$ cat config.mk
export PLATFORM = sky130hd
export DESIGN_NAME = anita3_buffer_hold_scheduler_flat
export DESIGN_NICKNAME = d
export VERILOG_FILES = /design/src/rtl/anita3_buffer_hold_scheduler_pkg.sv /design/src/rtl/anita3_buffer_hold_scheduler_if.sv /design/src/rtl/anita3_buffer_hold_scheduler_rr_free_select.sv /design/src/rtl/anita3_buffer_hold_scheduler.sv /design/src/flat_wrapper.sv
export SDC_FILE = /design/constraint.sdc
export NUM_CORES = 1
export LEC_CHECK = 0
export CAP_MARGIN = 20
export CORE_MARGIN = 10
export CORE_UTILIZATION = 45
export CTS_CLUSTER_DIAMETER = 80
export DETAILED_ROUTE_END_ITERATION = 8
export HOLD_SLACK_MARGIN = 0.03
export PLACE_DENSITY = 0.79
export SYNTH_ARGS = -nofsm -noshare
export SYNTH_HDL_FRONTEND = slang
export SYNTH_SLANG_ARGS = --single-unit
$ cat constraint.sdc
create_clock -name clk125_i -period 2.45 [get_ports clk125_i]
set_input_delay 0.49 -clock clk125_i [delete_from_list [all_inputs] [get_ports clk125_i]]
set_output_delay 0.49 -clock clk125_i [all_outputs]
set_load 0.01 [all_outputs]
$ cat src/rtl/anita3_buffer_hold_scheduler_pkg.sv
// Shared constants for the ANITA-3 trigger-domain buffer scheduler.
// State encoding, buffer geometry and drop counter width.
package anita3_trig_pkg;

    localparam int NBUF          = 4;
    localparam int BUF_BITS      = 2;
    localparam int DROP_CNT_BITS = 16;

    localparam logic [1:0] IDLE     = 2'd0;
    localparam logic [1:0] DIGITIZE = 2'd1;
    localparam logic [1:0] HOLDOFF  = 2'd2;

endpackage

$ cat src/rtl/anita3_buffer_hold_scheduler_if.sv
// Trigger / digitize bundle between the trigger logic and the scheduler.
// The slave side is the scheduler, the master side is the trigger source.
interface anita3_buffer_hold_scheduler_if;
    import anita3_trig_pkg::*;

    logic                     trig_i;
    logic [3:0]               trig_source_i;
    logic [NBUF-1:0]          clear_i;
    logic                     clr_all_i;
    logic                     digitize_o;
    logic [BUF_BITS-1:0]      digitize_buffer_o;
    logic [3:0]               digitize_source_o;
    logic [NBUF-1:0]          buffer_status_o;
    logic [NBUF-1:0]          holds_o;
    logic                     full_o;
    logic                     busy_o;
    logic [DROP_CNT_BITS-1:0] dropped_count_o;

    modport slave (
        input  trig_i, trig_source_i, clear_i, clr_all_i,
        output digitize_o, digitize_buffer_o, digitize_source_o,
        output buffer_status_o, holds_o, full_o, busy_o, dropped_count_o
    );

    modport master (
        output trig_i, trig_source_i, clear_i, clr_all_i,
        input  digitize_o, digitize_buffer_o, digitize_source_o,
        input  buffer_status_o, holds_o, full_o, busy_o, dropped_count_o
    );

endinterface

$ cat src/rtl/anita3_buffer_hold_scheduler_rr_free_select.sv
// Combinational round-robin free-buffer finder.
// Searches last+1, last+2, ... (mod NBUF) for the first free slot.
module rr_free_select
    import anita3_trig_pkg::*;
(
    input  logic [NBUF-1:0]     free_i,
    input  logic [BUF_BITS-1:0] last_i,
    output logic [BUF_BITS-1:0] sel_o,
    output logic                any_free_o
);

    logic [BUF_BITS-1:0] idx;
    logic                found;

    // Walk the slots after the last allocation, first free one wins
    always_comb begin
        sel_o = '0;
        found = 1'b0;
        idx   = '0;
        for (int i = 1; i <= NBUF; i++) begin
            idx = last_i + BUF_BITS'(i);
            if (!found && free_i[idx]) begin
                sel_o = idx;
                found = 1'b1;
            end
        end
    end

    assign any_free_o = found;

endmodule

$ cat src/rtl/anita3_buffer_hold_scheduler.sv
// Trigger-domain LAB buffer hold scheduler: accepts triggers, allocates
// a free buffer round-robin, strobes digitize and tracks holds/drops.
module anita3_buffer_hold_scheduler
    import anita3_trig_pkg::*;
#(
    parameter int DIG_LEN     = 4,
    parameter int HOLDOFF_LEN = 8
) (
    input logic                          clk125_i,
    input logic                          rst_i,
    anita3_buffer_hold_scheduler_if.slave bus
);

    localparam logic [7:0] DIG_INIT  = 8'(DIG_LEN - 1);
    localparam logic [7:0] HOLD_INIT = 8'(HOLDOFF_LEN - 1);

    logic [1:0]               state_q, state_d;
    logic [7:0]               cnt_q, cnt_d;
    logic [NBUF-1:0]          holds_q, holds_d;
    logic                     full_q;
    logic [BUF_BITS-1:0]      last_q, last_d;
    logic [BUF_BITS-1:0]      dbuf_q, dbuf_d;
    logic [3:0]               dsrc_q, dsrc_d;
    logic [NBUF-1:0]          bstat_q, bstat_d;
    logic [DROP_CNT_BITS-1:0] drop_q, drop_d;

    logic [NBUF-1:0]          holds_clr;
    logic [NBUF-1:0]          alloc_bit;
    logic [BUF_BITS-1:0]      sel;
    logic                     any_free;
    logic                     accept;

    // Clears take effect before the free search in the same cycle
    assign holds_clr = holds_q & ~bus.clear_i;

    rr_free_select u_sel (
        .free_i     (~holds_clr),
        .last_i     (last_q),
        .sel_o      (sel),
        .any_free_o (any_free)
    );

    assign accept = bus.trig_i && !bus.clr_all_i &&
                    (state_q == IDLE) && any_free;

    // Next-state, allocation, clear and drop bookkeeping
    always_comb begin
        state_d   = state_q;
        cnt_d     = cnt_q;
        last_d    = last_q;
        dbuf_d    = dbuf_q;
        dsrc_d    = dsrc_q;
        bstat_d   = bstat_q;
        drop_d    = drop_q;
        alloc_bit = '0;

        unique case (state_q)
            IDLE: begin
                if (accept) begin
                    state_d = DIGITIZE;
                    cnt_d   = DIG_INIT;
                end
            end
            DIGITIZE: begin
                if (cnt_q == 8'd0) begin
                    if (HOLDOFF_LEN > 0) begin
                        state_d = HOLDOFF;
                        cnt_d   = HOLD_INIT;
                    end else begin
                        state_d = IDLE;
                    end
                end else begin
                    cnt_d = cnt_q - 8'd1;
                end
            end
            HOLDOFF: begin
                if (cnt_q == 8'd0) begin
                    state_d = IDLE;
                end else begin
                    cnt_d = cnt_q - 8'd1;
                end
            end
            default: state_d = IDLE;
        endcase

        if (accept) begin
            alloc_bit[sel] = 1'b1;
            last_d         = sel;
            dbuf_d         = sel;
            dsrc_d         = bus.trig_source_i;
            bstat_d        = holds_clr;
        end

        if (bus.trig_i && !accept && drop_q != '1) begin
            drop_d = drop_q + 1'b1;
        end

        holds_d = holds_clr | alloc_bit;

        if (bus.clr_all_i) begin
            state_d = IDLE;
            cnt_d   = '0;
            holds_d = '0;
        end
    end

    // State and output registers, synchronous active-high reset
    always_ff @(posedge clk125_i) begin
        if (rst_i) begin
            state_q <= IDLE;
            cnt_q   <= '0;
            holds_q <= '0;
            full_q  <= 1'b0;
            last_q  <= BUF_BITS'(NBUF - 1);
            dbuf_q  <= '0;
            dsrc_q  <= '0;
            bstat_q <= '0;
            drop_q  <= '0;
        end else begin
            state_q <= state_d;
            cnt_q   <= cnt_d;
            holds_q <= holds_d;
            full_q  <= &holds_d;
            last_q  <= last_d;
            dbuf_q  <= dbuf_d;
            dsrc_q  <= dsrc_d;
            bstat_q <= bstat_d;
            drop_q  <= drop_d;
        end
    end

    assign bus.digitize_o        = (state_q == DIGITIZE);
    assign bus.digitize_buffer_o = dbuf_q;
    assign bus.digitize_source_o = dsrc_q;
    assign bus.buffer_status_o   = bstat_q;
    assign bus.holds_o           = holds_q;
    assign bus.full_o            = full_q;
    assign bus.busy_o            = (state_q != IDLE);
    assign bus.dropped_count_o   = drop_q;

endmodule

$ cat src/flat_wrapper.sv
// flat-port wrapper written by rule: the top's interface ports become plain ports
module anita3_buffer_hold_scheduler_flat import anita3_trig_pkg::*;
#(
    parameter int DIG_LEN     = 4,
    parameter int HOLDOFF_LEN = 8
)
  (clk125_i, rst_i, bus_trig_i, bus_trig_source_i, bus_clear_i, bus_clr_all_i, bus_digitize_o, bus_digitize_buffer_o, bus_digitize_source_o, bus_buffer_status_o, bus_holds_o, bus_full_o, bus_busy_o, bus_dropped_count_o);
  anita3_buffer_hold_scheduler_if bus_i ();
  input logic clk125_i;
  input logic rst_i;
  input wire logic [$bits(bus_i.trig_i)-1:0] bus_trig_i;
  input wire logic [$bits(bus_i.trig_source_i)-1:0] bus_trig_source_i;
  input wire logic [$bits(bus_i.clear_i)-1:0] bus_clear_i;
  input wire logic [$bits(bus_i.clr_all_i)-1:0] bus_clr_all_i;
  output wire logic [$bits(bus_i.digitize_o)-1:0] bus_digitize_o;
  output wire logic [$bits(bus_i.digitize_buffer_o)-1:0] bus_digitize_buffer_o;
  output wire logic [$bits(bus_i.digitize_source_o)-1:0] bus_digitize_source_o;
  output wire logic [$bits(bus_i.buffer_status_o)-1:0] bus_buffer_status_o;
  output wire logic [$bits(bus_i.holds_o)-1:0] bus_holds_o;
  output wire logic [$bits(bus_i.full_o)-1:0] bus_full_o;
  output wire logic [$bits(bus_i.busy_o)-1:0] bus_busy_o;
  output wire logic [$bits(bus_i.dropped_count_o)-1:0] bus_dropped_count_o;
  assign bus_i.trig_i = bus_trig_i;
  assign bus_i.trig_source_i = bus_trig_source_i;
  assign bus_i.clear_i = bus_clear_i;
  assign bus_i.clr_all_i = bus_clr_all_i;
  assign bus_digitize_o = bus_i.digitize_o;
  assign bus_digitize_buffer_o = bus_i.digitize_buffer_o;
  assign bus_digitize_source_o = bus_i.digitize_source_o;
  assign bus_buffer_status_o = bus_i.buffer_status_o;
  assign bus_holds_o = bus_i.holds_o;
  assign bus_full_o = bus_i.full_o;
  assign bus_busy_o = bus_i.busy_o;
  assign bus_dropped_count_o = bus_i.dropped_count_o;
  anita3_buffer_hold_scheduler #(.DIG_LEN(DIG_LEN), .HOLDOFF_LEN(HOLDOFF_LEN)) u_core (.clk125_i(clk125_i), .rst_i(rst_i), .bus(bus_i));
endmodule
Word-level counts from Yosys, hierarchy flattened --
Cells that the tools add are included. W data, S select, Z words.
Cells by class: equal/unequal tests 7, muxes and demuxes 28, magnitude comparators 6, add/sub/neg operators 5, reduce and logical (&&, ||, !) cells 22, bitwise logic cells 4
Operator list (number):
- $mux W8 | 3
- $pmux W8 S3 | 1
- $add A16 B1 Y16 const B | 1
- $ne A16 B16 Y1 const B | 1
- $lt A2 B3 Y1 const B | 5
- $mux W2 | 7
- $logic_and A1 B1 Y1 | 9
- $mux W1 | 9
- $bmux W1 S2 | 4
- $logic_not A8 Y1 | 1
- $mux W4 | 2
- $not A4 Y4 | 2
- $sub A8 B1 Y8 const B | 1
- $ne A2 B1 Y1 const B | 3
- $pmux W2 S3 | 1
- $reduce_and A3 Y1 | 2
- $logic_not A1 Y1 | 5
- $add A2 B2 Y2 const B | 2
- $and A4 B4 Y4 | 1
- $or A4 B4 Y4 | 1
- $reduce_and A4 Y1 | 1
- $reduce_bool A3 Y1 | 1
- $add A2 B1 Y2 const B | 1
- $demux W1 S2 | 1
- 7 further kinds | 7
Word-level totals: register bits 43, logic and storage cells 81, input port bits 12, output and inout bits 33

Longest topological paths before layout --
Gate-level depths: netlist of run 1.
depth in word-level cells 23, depth in mapped cells 8, gate-level depth less buffers 7

Modules after synthesis --
A second synthesis of run 1 with hierarchy kept.
Second synthesis, totals: cells, all modules 273, area total of the unflattened synthesis 2298.5 µm²
By module, submodules not included:
- anita3_buffer_hold_scheduler | cells each 259, seq. area each 860.8 µm², times used 1, area an instance 2207.1 µm²
- rr_free_select | cells each 14, seq. area each 0.0 µm², times used 1, area an instance 91.3 µm²

Worst setup path before layout of run 1 --
OpenSTA, ideal clock, no wires.
kind input to register, start input bus_clear_i[2], end register u_core.cnt_q[5], arrival time 2170 ps, setup time 88 ps, path buffers 1, slack 192 ps, data required time 2362 ps, stages on the path 6, cell sequence and4bb_4 > a311o_1 > a221o_1 > buf_6 > or4_4 > o32ai_2
Between the ends: cells in the longest elaborated chain, start to end 18, elaborated cells on any way between the ends 24, those cells by class 1 x eq/ne; 12 x mux; 3 x bitwise; 8 x reduce/logical
Ends and longest elaborated chain:
- start: declaration | RTL line flat_wrapper.sv:13 | input wire logic [$bits(bus_i.clear_i)-1:0] bus_clear_i;
- $not A4 Y4 (*) | RTL line anita3_buffer_hold_scheduler.sv:34 | assign holds_clr = holds_q & ~bus.clear_i;
- $and A4 B4 Y4 (*) | RTL line anita3_buffer_hold_scheduler.sv:34
- $not A4 Y4 (*) | RTL line anita3_buffer_hold_scheduler.sv:37 | .free_i (~holds_clr),
- $bmux W1 S2 | RTL line anita3_buffer_hold_scheduler_rr_free_select.sv:22 | if (!found && free_i[idx]) begin
- $mux W1 (not written as such) | RTL line anita3_buffer_hold_scheduler_rr_free_select.sv:22
- $mux W1 | RTL line anita3_buffer_hold_scheduler_rr_free_select.sv:22
- $logic_not A1 Y1 | RTL line anita3_buffer_hold_scheduler_rr_free_select.sv:22
- $logic_and A1 B1 Y1 | RTL line anita3_buffer_hold_scheduler_rr_free_select.sv:22
- [... 2 more ...]
- $logic_and A1 B1 Y1 | RTL line anita3_buffer_hold_scheduler_rr_free_select.sv:22
- $mux W1 | RTL line anita3_buffer_hold_scheduler_rr_free_select.sv:22
- $logic_not A1 Y1 | RTL line anita3_buffer_hold_scheduler_rr_free_select.sv:22
- $logic_and A1 B1 Y1 | RTL line anita3_buffer_hold_scheduler_rr_free_select.sv:22
- $mux W1 (*) | RTL line anita3_buffer_hold_scheduler_rr_free_select.sv:22
- $logic_and A1 B1 Y1 (*) | RTL line anita3_buffer_hold_scheduler.sv:44 | (state_q == IDLE) && any_free;
- $ne A2 B1 Y1 (no source line) (*)
- $reduce_and A3 Y1 (no source line) (*)
- end signal: assignment | RTL line anita3_buffer_hold_scheduler.sv:121 | cnt_q <= cnt_d;
- end: declaration | RTL line anita3_buffer_hold_scheduler.sv:18 | logic [7:0] cnt_q, cnt_d;
Every way passes the cells marked *; elsewhere a longest branch is shown, timed or not. The select of a mux whose other input is x is not followed. A chain may end at the register's enable or synchronous reset.

Worst setup path after layout of run 1 --
Ends and elaborated chain as after synthesis.

==> results of run 1 <==
-- metrics by stage --
step                worst slack (ns)  std cells  hold WS [ns]  instance area [µm²]
global route                  0.0678        402         0.478                 2990
detailed placement            -0.189        394         0.446                 2880
floorplan                      0.192        275         0.479                 2290
global placement              -0.153        394         0.441                 2880
CTS                            0.128        402         0.458                 2990
finish                         0.125        402         0.460                 2990
-- cell usage in the layout (no fill, tap or decap), types with 2 or more instances in the layout --
master | Yosys | final
a31oi_1 | 3 | 3
nand2b_1 | 3 | 3
nor2b_1 | 6 | 6
o21ai_0 | 16 | 16
nor2_1 | 22 | 22
buf_4 | 0 | 18
clkdlybuf4s50_1 | 0 | 44
or4_1 | 6 | 6
or2_2 | 2 | 2
a21oi_1 | 33 | 33
a211oi_1 | 5 | 5
nor4_1 | 3 | 3
dfxtp_1 | 43 | 43
nand4_1 | 4 | 4
inv_1 | 7 | 7
ha_1 | 8 | 8
o211ai_1 | 5 | 5
o21a_1 | 4 | 4
clkbuf_8 | 1 | 7
nand2_1 | 28 | 28
o31ai_1 | 5 | 5
or3_1 | 13 | 13
nand3_1 | 14 | 14
xor2_1 | 3 | 3
and4_1 | 2 | 2
nor3_1 | 3 | 3
-- cells by family after synthesis --
family / synth area share [%]
xor gates and xnor gates: 1.15
DFF: 37.5
muxes: 0.927
buffers and inverters: 4.31
adders and majority gates: 4.36
and+or+nand+nor: 27.5
AOI/OAI and AO/OA: 24.2
-- worst reg2reg max path, stage by stage, from the launching register on --
cell      delay, ns
dfxtp_1        0.42
ha_1           0.23
nand2_1        0.12
or4_1          0.50
o211ai_2       0.30
buf_4          0.19
mux2i_1        0.17
nor2_1         0.05
-- final cells by class --
type                       instances  area [µm²]  share of cell area [%]
sequential                        43         861                    28.8
clock buffer                       7        96.3                    3.22
timing repair buffer              62         576                    19.3
clock inverter                     1        7.51                   0.251
multi-input combinational        214        1330                    44.6
inverter                           8        30.0                    1.01
tap                               67        83.8                    2.81
-- registers in the layout, indices dropped and copies added (netlist names) --
name,count
u_core.bus.buffer_status_o,4
u_core.bus.digitize_buffer_o,2
u_core.bus.digitize_source_o,4
u_core.bus.dropped_count_o,16
u_core.bus.full_o,1
u_core.bus.holds_o,4
u_core.cnt_q,8
u_core.last_q,2
u_core.state_q,2
-- routing by layer --
layer	vias up	track usage (%)	share of wire, %
met5	-	0	0
met2	57	23.0	49
met3	5	3.62	5.7
met1	1054	15.2	44
met4	0	4.44	0.95
li1	1133	-	-
-- power by group through the flow --
stage,Clock [W],Combinational (W),Sequential (W)
after global routing,0.000538,0.000219,0.000726
after global placement,0,0.000196,0.000740
final,0.000500,0.000200,0.000724
after detailed placement,0,0.000199,0.000740
after CTS,0.000507,0.000200,0.000724
after floorplan,0,0.000110,0.000745
-- worst paths after layout --
kind                                                       from                              end  cells after the start
worst min register to register  u_core.bus.digitize_source_o[0]  u_core.bus.digitize_source_o[0]                      2
worst min-delay path            u_core.bus.digitize_source_o[0]  u_core.bus.digitize_source_o[0]                      2
worst max-delay path                             bus_clear_i[2]                  u_core.cnt_q[5]                      6
worst max register to register    u_core.bus.dropped_count_o[0]    u_core.bus.dropped_count_o[1]                      7
==> results.sh, run 1 <==
export IMPL_status="complete, no violations"
export IMPL_fp_dieW_um=91.4
export IMPL_coreArea_mm2=0.00482
export IMPL_clock_skew_ns=0.00451
export IMPL_yosys_warnings=0
export IMPL_final_antenna_net_count=0
export IMPL_cp_start_kind="input pin"
export IMPL_hold_path_class="flip-flop to flip-flop"
export IMPL_drive_gt1_share_pct=12.2
export IMPL_cp_top_family="compound AO/OA/AOI/OAI gates"
export IMPL_combPwrFrac_pct=14.0
export IMPL_power_share_clock_pct=35.1
export IMPL_yosysMostFrequentCell="dfxtp_1"
export IMPL_synth_enable_flop_cells=0
export IMPL_grt_pass1_wl_um=9560
export IMPL_ir_worst_vdd_mv=0.316
export IMPL_synth_common_cells="dfxtp_1, a21oi_1, nand2_1"
export IMPL_cts_tree="built"
export IMPL_fmaxAchievable_mhz=430
export IMPL_nNetsFinal=354
export IMPL_antenna_cells=0
export IMPL_area_growth_pct=30.3
export IMPL_drc_errors=0
export IMPL_path_class="input pin to flip-flop"
export IMPL_antenna_found_initial=0
export IMPL_fill_cells=438
export IMPL_cp_max_fo=2
export IMPL_grt_max_degree=30
export IMPL_clk_latency_ns=0.29
export IMPL_first_global_vias=2124
export IMPL_setup_tns_ns=0
export IMPL_power_density_mw_per_mm2=476
export IMPL_cp_arrival_ns=2.54
export IMPL_initial_core_util_pct=47.6
export IMPL_p_seq_share_pct=50.9
export IMPL_finalWeightedCongestion=0.925
export IMPL_crit_required_ns=2.66
export IMPL_critPathBufInv=1
export IMPL_yosysSeqAreaShare_pct=37.5
export IMPL_slew_violations=0
export IMPL_crit_slowest_cell="or4_4"
export IMPL_vias=2249
export IMPL_cts_inserted_buffers=5
export IMPL_switching_power_w=0.000358
export IMPL_portBuffers=44
export IMPL_dp_final_hpwl_um=4420
export IMPL_die_area_mm2=0.00835
export IMPL_setup_viol=0
export IMPL_cts_setup_buffers=0
export IMPL_root_buffer="clkbuf_8"
export IMPL_viasPerCell=5.59
export IMPL_syn_inst=275
export IMPL_rrSetupSlack_ns=0.34
export IMPL_maxCapViolations=0
export IMPL_path_clk_slew_ns=0.08
export IMPL_fin_util_pct=62.0
export IMPL_hold_buffers=0
export IMPL_cpPeakStageDelay_ns=0.49
export IMPL_grtUsageTotal_pct=13.2
export IMPL_synth_avg_cell_area_um2=8.34
export IMPL_io_pins=45
export IMPL_ys_flop_type="dfxtp_1"
export IMPL_rsz0062_at_grt="no"
export IMPL_end_kind="flip-flop"
export IMPL_die_h_um=91.4
export IMPL_overflow=0
export IMPL_p_total_w=0.00142
export IMPL_p_leak_nw=1.04
export IMPL_wl_per_cell_um=14.4
export IMPL_fin_crit_ns=2.33
export IMPL_synth_cell_type_count=55
export IMPL_postCtsResizedCells=0
export IMPL_cts_sinks=43
export IMPL_ys_ff_latch=43
export IMPL_tightest_slew_ns=0.557
export IMPL_slew_headroom_pct=62.4
export IMPL_clk_path_buf_depth=2
export IMPL_post_synth_top_area_fraction_pct=37.5
export IMPL_synth_top_area_cell="dfxtp_1"
export IMPL_synthesis_nets=295
export IMPL_drt_total_wl_um=5780
export IMPL_rows=25
export IMPL_worstPathCellList="clkdlybuf4s50_1 > and4bb_4 > a311o_1 > a221o_1 > or4_4 > o32ai_2"
export IMPL_synthArstFlopShare_pct=0
export IMPL_synthTopCellsByArea="dfxtp_1, a21oi_1, nand2_1, ha_1, nor2_1"
export IMPL_dr_pass1_iters=4
export IMPL_final_hold_viol_count=0
export IMPL_switching_share_pct=25.1
export IMPL_cts_max_level=2
export IMPL_internal_power_w=0.00107
export IMPL_drtIter0Drc=107
export IMPL_period_share_pct=94.9
export IMPL_syn_area_mm2=0.00229
Note: power is estimated with default switching activity, not from simulation.
==> inputs of run 2 (changes only) <==
Settings changed: SLEW_MARGIN set to 20.
==> results of run 2 <==
The final DEF is identical to that of run 1; final timing and power are the same.
==> inputs of run 3 (changes only) <==
Settings changed: REMOVE_ABC_BUFFERS set to 1.
Clock period 2.45 ns to 2.5 ns, I/O delays scaled along.
==> results.sh, run 3 (synthesis gave the netlist of run 1 again) <==
export IMPL_fill_cells=452
export IMPL_ir_worst_vdd_mv=0.302
export IMPL_hold_buffers=0
export IMPL_grt_max_degree=30
export IMPL_status="complete, no violations"
export IMPL_dr_pass1_iters=4
export IMPL_setup_ws_ns=0.157
export IMPL_mostFrequentLayoutCell="clkdlybuf4s50_1"
export IMPL_vias=2202
export IMPL_clk_latency_ns=0.30
export IMPL_largest_reg_flops=16
export IMPL_clock_skew_ns=0.00470
export IMPL_end_kind="flip-flop"
export IMPL_grt_pass1_wl_um=9690
export IMPL_path_class="input pin to flip-flop"
export IMPL_fp_dieW_um=91.4
export IMPL_post_place_ws_ns=-0.148
export IMPL_die_h_um=91.4
export IMPL_root_buffer="clkbuf_8"
export IMPL_tightest_slew_ns=0.593
export IMPL_period_share_pct=93.7
export IMPL_antenna_found_initial=0
export IMPL_wl_per_cell_um=14.3
export IMPL_drtIter0Drc=106
export IMPL_power_density_mw_per_mm2=456
export IMPL_p_leak_nw=1.02
export IMPL_viasPerCell=5.52
export IMPL_cts_tree="built"
export IMPL_cts_sinks=43
export IMPL_dp_final_hpwl_um=4320
export IMPL_finalWeightedCongestion=0.873
export IMPL_slew_headroom_pct=60.1
export IMPL_maxCapViolations=0
export IMPL_first_global_vias=2129
export IMPL_drc_errors=0
export IMPL_drive_gt1_share_pct=11.4
export IMPL_cp_max_fo=2
export IMPL_rsz0062_at_grt="no"
export IMPL_final_hold_viol_count=0
export IMPL_antenna_cells=0
export IMPL_portBuffers=44
export IMPL_setup_viol=0
export IMPL_fin_crit_ns=2.34
export IMPL_clk_path_buf_depth=2
export IMPL_postCtsResizedCells=0
export IMPL_cts_max_level=2
export IMPL_setup_tns_ns=0
export IMPL_coreArea_mm2=0.00482
export IMPL_fin_util_pct=61.4
export IMPL_cp_arrival_ns=2.55
export IMPL_drt_total_wl_um=5720
export IMPL_cp_start_kind="input pin"
export IMPL_nNetsFinal=352
export IMPL_grtUsageTotal_pct=13.6
export IMPL_area_growth_pct=28.9
export IMPL_p_total_w=0.00135
export IMPL_cts_setup_buffers=0
export IMPL_path_clk_slew_ns=0.08
export IMPL_final_antenna_net_count=0
export IMPL_die_area_mm2=0.00835
export IMPL_fmaxAchievable_mhz=427
export IMPL_rows=25
export IMPL_crit_required_ns=2.71
export IMPL_hold_path_class="flip-flop to flip-flop"
export IMPL_io_pins=45
export IMPL_overflow=0
export IMPL_slew_violations=0
export IMPL_initial_core_util_pct=47.6
export IMPL_layout_common_cells="clkdlybuf4s50_1, dfxtp_1, a21oi_1, nand2_1, nor2_1"
export IMPL_cts_inserted_buffers=5
==> run 3: metal layers <==
layer	vias up	global-route usage, %	routed length (µm)
met1	1018	15.7	2560
li1	1126	-	-
met4	0	4.83	75
met3	6	5.51	397
met2	52	22.0	2690
met5	-	0	0
==> run 3: final timing paths <==
kind	from	end	slack (ns)	depth (start not counted)
hold / removal	u_core.bus.buffer_status_o[3]	u_core.bus.buffer_status_o[3]	0.46	2
hold reg to reg	u_core.bus.buffer_status_o[3]	u_core.bus.buffer_status_o[3]	0.46	2
setup / recovery	bus_clear_i[2]	u_core.cnt_q[5]	0.16	6
setup reg to reg	u_core.cnt_q[1]	u_core.cnt_q[5]	0.28	7
==> run 3: report_power, final <==
group,switching (W),internal [W]
registers,0.0000116,0.000699
logic,0.000100,0.0000925
clock network,0.000230,0.000217
total,0.000341,0.00101
==> run 3: critical path, stage by stage <==
cell and delay (ns):
clkdlybuf4s50_1 0.47, and4bb_4 0.24, a311o_1 0.28, a221o_1 0.37, or4_4 0.50, o32ai_2 0.20
==> run 3: area by class of cell <==
cell class              count  area, µm²  area share (%)
flip-flops and latches     43        861            29.1
inverters                   8       30.0            1.02
well taps                  67       83.8            2.84
repair buffers             60        561            19.0
multi-input cells         214       1330            45.1
clock inverters             1       5.00           0.169
clock buffers               6       82.6            2.79
==> run 3: metrics by stage <==
stage,cell area (µm²),cells,hold WS [ns]
after detailed placement,2870,392,0.446
after CTS,2960,399,0.458
after global routing,2960,399,0.488
final,2960,399,0.456
after global placement,2870,392,0.442
after floorplan,2220,265,0.474
